[src/rtl/fpu_conv_arbiter.sv]
`default_nettype none
// ============================================================================
// Module   : fpu_conv_arbiter
// Purpose  : Shares one fixed-latency ftoi conversion unit between two
//            valid/ready requesters. A round-robin grant picks at most one
//            operand per cycle. A tag pipeline routes each result to the
//            response FIFO of the requester that issued it. Per-requester
//            credit counters reserve FIFO space at issue time, so the unit
//            never needs backpressure.
// Ports    : clk, rstn                    - clock, async active-low reset
//            reqN_valid/ready/x (N=0,1)   - operand request handshake
//            respN_valid/ready/y (N=0,1)  - result response FIFO head
//            unit_x / unit_y              - operand to / result from ftoi
// Revision : 1.0 - initial release
// ============================================================================
module fpu_conv_arbiter #(
  parameter int LAT   = 1,  // ftoi latency in clock edges, 1..8
  parameter int DEPTH = 4   // per-requester FIFO depth / credit limit
) (
  input  logic        clk,
  input  logic        rstn,
  input  logic        req0_valid,
  output logic        req0_ready,
  input  logic [31:0] req0_x,
  input  logic        req1_valid,
  output logic        req1_ready,
  input  logic [31:0] req1_x,
  output logic        resp0_valid,
  input  logic        resp0_ready,
  output logic [31:0] resp0_y,
  output logic        resp1_valid,
  input  logic        resp1_ready,
  output logic [31:0] resp1_y,
  output logic [31:0] unit_x,
  input  logic [31:0] unit_y
);

  localparam int AW = $clog2(DEPTH);
  localparam int CW = AW + 1;
  localparam logic [CW-1:0] DEPTH_C = CW'(DEPTH);

  logic [1:0]     req_valid;
  logic [1:0]     elig;
  logic [1:0]     grant;
  logic [1:0]     resp_valid;
  logic [1:0]     resp_ready;
  logic [31:0]    req_x  [2];
  logic [31:0]    resp_y [2];
  logic           prio_q;
  logic [LAT-1:0] tag_vld_q;
  logic [LAT-1:0] tag_id_q;
  logic [LAT:0]   tag_vld_d;
  logic [LAT:0]   tag_id_d;

  assign req_valid  = {req1_valid, req0_valid};
  assign resp_ready = {resp1_ready, resp0_ready};
  assign req_x[0]   = req0_x;
  assign req_x[1]   = req1_x;

  assign req0_ready  = grant[0];
  assign req1_ready  = grant[1];
  assign resp0_valid = resp_valid[0];
  assign resp1_valid = resp_valid[1];
  assign resp0_y     = resp_y[0];
  assign resp1_y     = resp_y[1];

  // Round-robin pick. Eligibility is computed from registered credits only,
  // so no combinational path exists from resp*_ready to req*_ready.
  always_comb begin
    grant = 2'b00;
    if (elig[0] && (!elig[1] || !prio_q)) begin
      grant = 2'b01;
    end else if (elig[1]) begin
      grant = 2'b10;
    end
  end

  always_comb begin
    unit_x = 32'h0;
    if (grant[0]) begin
      unit_x = req_x[0];
    end else if (grant[1]) begin
      unit_x = req_x[1];
    end
  end

  // Tag pipeline mirrors the unit latency: stage 0 is loaded on the issue
  // edge, so the last stage is valid exactly on the edge that unit_y holds
  // the matching result.
  assign tag_vld_d = {tag_vld_q, |grant};
  assign tag_id_d  = {tag_id_q, grant[1]};

  always_ff @(posedge clk or negedge rstn) begin
    if (!rstn) begin
      tag_vld_q <= '0;
      tag_id_q  <= '0;
      prio_q    <= 1'b0;
    end else begin
      tag_vld_q <= tag_vld_d[LAT-1:0];
      tag_id_q  <= tag_id_d[LAT-1:0];
      if (grant[0]) begin
        prio_q <= 1'b1;
      end else if (grant[1]) begin
        prio_q <= 1'b0;
      end
    end
  end

  for (genvar i = 0; i < 2; i++) begin : g_req
    logic [31:0]   mem_q [DEPTH];
    logic [CW-1:0] wr_q;
    logic [CW-1:0] rd_q;
    logic [CW-1:0] credit_q;
    logic          empty;
    logic          pop;
    logic          capture;

    // Pointer MSB distinguishes full from empty; only equality is needed
    // here since credit already rules out overflow.
    assign empty         = (wr_q == rd_q);
    assign resp_valid[i] = !empty;
    assign resp_y[i]     = empty ? 32'h0 : mem_q[rd_q[AW-1:0]];
    assign pop           = resp_valid[i] && resp_ready[i];
    assign capture       = tag_vld_q[LAT-1] && (tag_id_q[LAT-1] == 1'(i));
    assign elig[i]       = rstn && req_valid[i] && (credit_q < DEPTH_C);

    always_ff @(posedge clk or negedge rstn) begin
      if (!rstn) begin
        wr_q     <= '0;
        rd_q     <= '0;
        credit_q <= '0;
      end else begin
        if (capture) begin
          wr_q <= wr_q + 1'b1;
        end
        if (pop) begin
          rd_q <= rd_q + 1'b1;
        end
        if (grant[i] && !pop) begin
          credit_q <= credit_q + 1'b1;
        end else if (!grant[i] && pop) begin
          credit_q <= credit_q - 1'b1;
        end
      end
    end

    // Storage needs no reset: the output mux hides it while empty.
    always_ff @(posedge clk) begin
      if (capture) begin
        mem_q[wr_q[AW-1:0]] <= unit_y;
      end
    end
  end

endmodule
`default_nettype wire

[config.mk]
export PLATFORM = sky130hd
export DESIGN_NAME = fpu_conv_arbiter
export DESIGN_NICKNAME = d
export VERILOG_FILES = /design/src/rtl/fpu_conv_arbiter.sv
export SDC_FILE = /design/constraint.sdc
export NUM_CORES = 1
export LEC_CHECK = 0
export ABC_AREA = 1
export CAP_MARGIN = 20
export CELL_PAD_IN_SITES_DETAIL_PLACEMENT = 0
export CELL_PAD_IN_SITES_GLOBAL_PLACEMENT = 2
export CORE_ASPECT_RATIO = 1.4
export CORE_MARGIN = 4
export CORE_UTILIZATION = 35
export DETAILED_ROUTE_END_ITERATION = 8
export PLACE_DENSITY = 0.78
export SYNTH_ARGS = -nofsm -noshare
export SYNTH_HDL_FRONTEND = slang
export SYNTH_SLANG_ARGS = --single-unit
[constraint.sdc]
create_clock -name clk -period 2.9 [get_ports clk]
set_input_delay 0.725 -clock clk [delete_from_list [all_inputs] [get_ports clk]]
set_output_delay 0.725 -clock clk [all_outputs]
set_load 0.02 [all_outputs]
* Yosys cells after proc, flatten, opt, wreduce, memory -nomap -nowiden
Memory sizes are Yosys's and may differ from the RTL's. Index checks and enable logic that the tools add are counted.
Word-level totals: flip-flop bits (word level) 21, bits in writable memories 256, input port bits 102, output and inout bits 100, logic and storage cells 66, memories 2
Memory list:
- g_req[0].mem_q | depth 4, width 32, rd ports 1, clocked after memory_dff 0, write ports 1, line 110 | logic [31:0] mem_q [DEPTH];
- g_req[1].mem_q | depth 4, width 32, rd ports 1, clocked after memory_dff 0, write ports 1, line 110
Operators by class: $add $sub $neg 8, order comparisons 2, eq/ne operators 2, multiplexer cells 16, bitwise gates (word level) 1, reductions and logical operators 26
Operator list (count):
- $mux W32 | 4
- $add A3 B1 Y3 const B | 6
- $logic_and A1 B1 Y1 | 13
- $mux W3 | 4
- $logic_not A1 Y1 | 8
- $eq A3 B3 Y1 | 2
- $lt A3 B3 Y1 const B | 2
- $mux W1 | 6
- $reduce_bool A2 Y1 | 3
- $sub A3 B1 Y3 const B | 2
- $mux W2 | 2
- $reduce_or A2 Y1 | 1
- $logic_or A1 B1 Y1 | 1
- $not A1 Y1 | 1

* Depth between registers and ports, before layout
depth after elaboration 10, gate-level depth with buffers 13, depth with buffers taken out 12

* Least setup slack after synthesis
OpenSTA, ideal clock, no wires.
kind in2reg, start input port req1_valid, end register g_req[1].credit_q[2], data arrival time 2.729 ns, setup slack 0.046 ns, stages 13, cell sequence nand2_1 > nor2_4 > nand2_1 > nand2_2 > inv_2 > buf_4 > nor2_1 > ha_1 > inv_1 > fa_1 > a21oi_1 > o21ai_0 > xnor2_1
On the way: cells in the longest elaborated chain, start to end 9
Ends and longest elaborated chain:
- start: declaration | line 25 | input logic req1_valid,
- $logic_and A1 B1 Y1 (*) (2 in a row) | line 125 | assign elig[i] = rstn && req_valid[i] && (credit_q < DEPTH_C);
- $logic_not A1 Y1 | line 71 | if (elig[0] && (!elig[1] || !prio_q)) begin
- $logic_or A1 B1 Y1 | line 71
- $logic_and A1 B1 Y1 | line 71
- $mux W2 (*) | line 71
- net req1_ready | line 26 | output logic req1_ready,
- $logic_not A1 Y1 | line 141 | end else if (!grant[i] && pop) begin
- $logic_and A1 B1 Y1 | line 141
- $reduce_bool A2 Y1 (no line)
- end signal: assignment | line 140 | credit_q <= credit_q + 1'b1;
- end signal: assignment | line 142 | credit_q <= credit_q - 1'b1;
- end: declaration | line 113 | logic [CW-1:0] credit_q;
The timed path passes the listed nets; every way through them passes the cells marked *. A chain may end at the register's enable or synchronous reset.

* Worst setup path after layout
start register g_req[1].rd_q[1], end output port resp1_y[22]
On the way: cells in the longest elaborated chain, start to end 2
Ends and longest elaborated chain:
- start: declaration | line 112 | logic [CW-1:0] rd_q;
- start signal: assignment | line 137 | rd_q <= rd_q + 1'b1;
- $mem_v2 Z4 W32 or $eq A3 B3 Y1 (tied branches)
- $mux W32 (*) | line 122 | assign resp_y[i] = empty ? 32'h0 : mem_q[rd_q[AW-1:0]];
- end: declaration | line 33 | output logic [31:0] resp1_y,
Every way passes the cells marked *; elsewhere a longest branch is shown, timed or not.

==> impl_metrics.env <==
export IMPL_setup_viol=0
export IMPL_final_cell_mix="nor2_1, edfxtp_1, clkdlybuf4s50_1"
export IMPL_synth_largest_area_cell="edfxtp_1"
export IMPL_die_x_um=162
export IMPL_antenna_found_initial=0
export IMPL_p_sw_frac=0.396
export IMPL_powerDensity_nw_per_um2=1030
export IMPL_grt_max_degree=35
export IMPL_wire_per_inst_um=18.0
export IMPL_dieArea_um2=36300
export IMPL_overflow=0
export IMPL_hp_class="input port to async pin"
export IMPL_peakVddDrop_mv=0.480
export IMPL_drc=0
export IMPL_dr_first_iter_drc_count=363
export IMPL_gp_congestion=0.721
export IMPL_num_rows=78
export IMPL_viasPerCell=4.72
export IMPL_grt_pass1_wl_mm=46.8
export IMPL_p_clk_frac=0.215
export IMPL_diodes=0
export IMPL_report_final_slew_viol_count=0
export IMPL_fillers=3006
export IMPL_p_switching_uw=6190
export IMPL_syn_inst=997
export IMPL_die_h_um=224
export IMPL_ctsLongestPathBuffers=3
export IMPL_start_kind="flop"
export IMPL_path_class="flop to output port"
export IMPL_final_common_cell="nor2_1"
export IMPL_cp_required_ns=2.17
export IMPL_status="finished, final reports clean"
export IMPL_vias=7994
export IMPL_syn_area_um2=11700
export IMPL_grt_pass1_vias=8253
export IMPL_yosysTopAreaCellShare=0.659
export IMPL_crit_arrival_ns=2.12
export IMPL_yosysUniqueCellTypes=26
export IMPL_crit_fanout=12
export IMPL_ctsHoldBuffers=0
export IMPL_io_buffers=201
export IMPL_holdWs_ns=0.378
export IMPL_syn_area_per_cell_um2=11.7
export IMPL_coreArea_um2=32700
export IMPL_min_period_ns=2.84
export IMPL_total_leakage_power_uw=0.00569
export IMPL_ys_flop_type="edfxtp_1"
export IMPL_antenna_left=0
export IMPL_ys_ff_latch=277
export IMPL_numPlacedInstances=1633
export IMPL_end_kind="output port"
export IMPL_area_growth_pct=30.6
export IMPL_tightest_slew_ns=0.591
export IMPL_dr_pass1_iters=4
export IMPL_final_hold_viol_count=0
export IMPL_hpwl_mm=19.3
export IMPL_regArea_um2=8220
export IMPL_maxCapViolations=0
export IMPL_grt_usage=0.166
export IMPL_period_share=0.980
export IMPL_cts_root_buf="clkbuf_16"
export IMPL_yosys_top_cells_area="edfxtp_1, nor2_1, dfrtp_1"
export IMPL_clk_insertion_delay_late_ns=0.53
export IMPL_cts_tree="built"
export IMPL_max_clock_freq_ghz=0.352
export IMPL_relSlewSlack=0.605
export IMPL_start_util=0.357
export IMPL_rsz0062_at_grt="yes"
export IMPL_multi_input_area_um2=3050
export IMPL_seqPwrFrac=0.323
export IMPL_cts_reportedPaths_clkPinSlew_ns=0.06
export IMPL_drive_gt1_frac=0.178
export IMPL_comb_power_share=0.462
export IMPL_final_cells=1694
export IMPL_p_int_uw=9460
export IMPL_nNetsFinal=1350
export IMPL_cts_sinks=277
export IMPL_htree_levels=1
export IMPL_finalClockSkew_ns=0.0104
export IMPL_synth_edf_count=256
export IMPL_ys_async_sr_fraction=0.0758
export IMPL_ys_warn_count=0
export IMPL_cts_inserted_buffers=27
export IMPL_syn_nets=1113
export IMPL_routed_wl_mm=30.5
export IMPL_ios=202
export IMPL_yosysSeqAreaShare=0.705
-- area by class of cell --
| class | count | area share |
|---|---|---|
| Sequential cell | 277 | 0.540 |
| Multi-Input combinational cell | 635 | 0.200 |
| Timing Repair Buffer | 265 | 0.159 |
| Clock buffer | 32 | 0.0476 |
| Tap cell | 440 | 0.0362 |
| Inverter | 28 | 0.00888 |
| Clock inverter | 17 | 0.00863 |
-- worst max-delay path, cell delays in order (launching register included) --
cell	delay, ns
dfrtp_2	0.46
inv_8	0.13
nand2_1	0.06
nand2_1	0.07
nand3_2	0.12
inv_6	0.15
buf_4	0.17
a21oi_1	0.07
dlygate4sd2_1	0.33
-- cells in the mapped netlist, types with 2 or more instances --
| cell | n |
|---|---|
| mux2_2 | 2 |
| dfrtp_1 | 21 |
| inv_1 | 21 |
| edfxtp_1 | 256 |
| a21oi_2 | 11 |
| a21oi_1 | 56 |
| ha_1 | 12 |
| buf_1 | 3 |
| buf_4 | 9 |
| buf_6 | 17 |
| buf_2 | 5 |
| nand2_1 | 98 |
| xor2_1 | 6 |
| xnor2_1 | 6 |
| clkbuf_1 | 22 |
| o21ai_0 | 75 |
| inv_2 | 6 |
| nand3_2 | 2 |
| nand3_1 | 38 |
| fa_1 | 2 |
| nor2_1 | 270 |
| o21ai_1 | 55 |
-- routing by layer --
metal / vias up / share of wire / wire (um) / GRT usage
met3: 30 / 0.061 / 1850 / 0.0337
met2: 210 / 0.54 / 16400 / 0.313
met1: 3822 / 0.38 / 11700 / 0.189
li1: 3932 / - / - / -
met5: - / 0 / 0 / 0
met4: 0 / 0.020 / 610 / 0.0440
-- power groups by stage --
stage / Clock [uW] / Combinational, uW / Sequential (uW)
after floorplan: 0 / 4360 / 5060
after detailed placement: 0 / 7820 / 5120
final: 3370 / 7230 / 5050
after global routing: 3630 / 7970 / 5090
after CTS: 3470 / 7530 / 5050
after global placement: 0 / 7800 / 5110
-- timing repair --
item	4_1_cts	5_1_grt
cloned	1	0
pin swaps	2	6
setup endpoints to repair	97	63
resized for setup	279	49
buffers inserted	8	3
-- sequential cells by signal, summed over array words and instances, names as in the netlist --
name and cells:
g_req.credit_q 6, g_req.mem_q 256, g_req.rd_q 6, g_req.wr_q 6, prio_q 1, tag_id_q 1
tag_vld_q 1
-- metrics by stage --
stage / TNS [ns] / instance area (um2) / utilization / total power [uW] / setup slack (ns)
floorplan: 0 / 11700 / - / 9420 / 0.0464
global placement: -15.21 / 14500 / 0.442 / 12900 / -0.491
detailed placement: -16.46 / 14500 / 0.442 / 12900 / -0.524
CTS: -0.0110 / 15300 / 0.468 / 16000 / -0.00536
global route: -0.577 / 15200 / 0.466 / 16700 / -0.0657
finish: 0 / 15200 / 0.466 / 15700 / 0.0571
-- logic make-up after synthesis --
| family | Yosys count | synth area share |
|---|---|---|
| DFF | 277 | 0.705 |
| and+or+nand+nor | 410 | 0.138 |
| adders and majority gates | 14 | 0.0163 |
| buffers and inverters | 85 | 0.0421 |
| xor gates and xnor gates | 12 | 0.00902 |
| muxes | 2 | 0.00193 |
| AOI/OAI and AO/OA | 197 | 0.0881 |
-- path summary, 6_finish.rpt --
check                                     startpoint                   end  slack [ns]  cells past startpoint
worst max-delay path                g_req[1].rd_q[1]           resp1_y[22]        0.06                      8
worst min-delay path                            rstn                prio_q        0.38                      2
worst max register to register  g_req[1].credit_q[2]  g_req[1].credit_q[2]        0.60                     13
worst min register to register      g_req[0].wr_q[2]      g_req[0].wr_q[2]        0.49                      1
max in group asynchronous                       rstn      g_req[1].rd_q[0]        2.27                      2
min in group clk                    g_req[0].wr_q[2]      g_req[0].wr_q[2]        0.49                      1
Power figures use the tool's default switching activity.
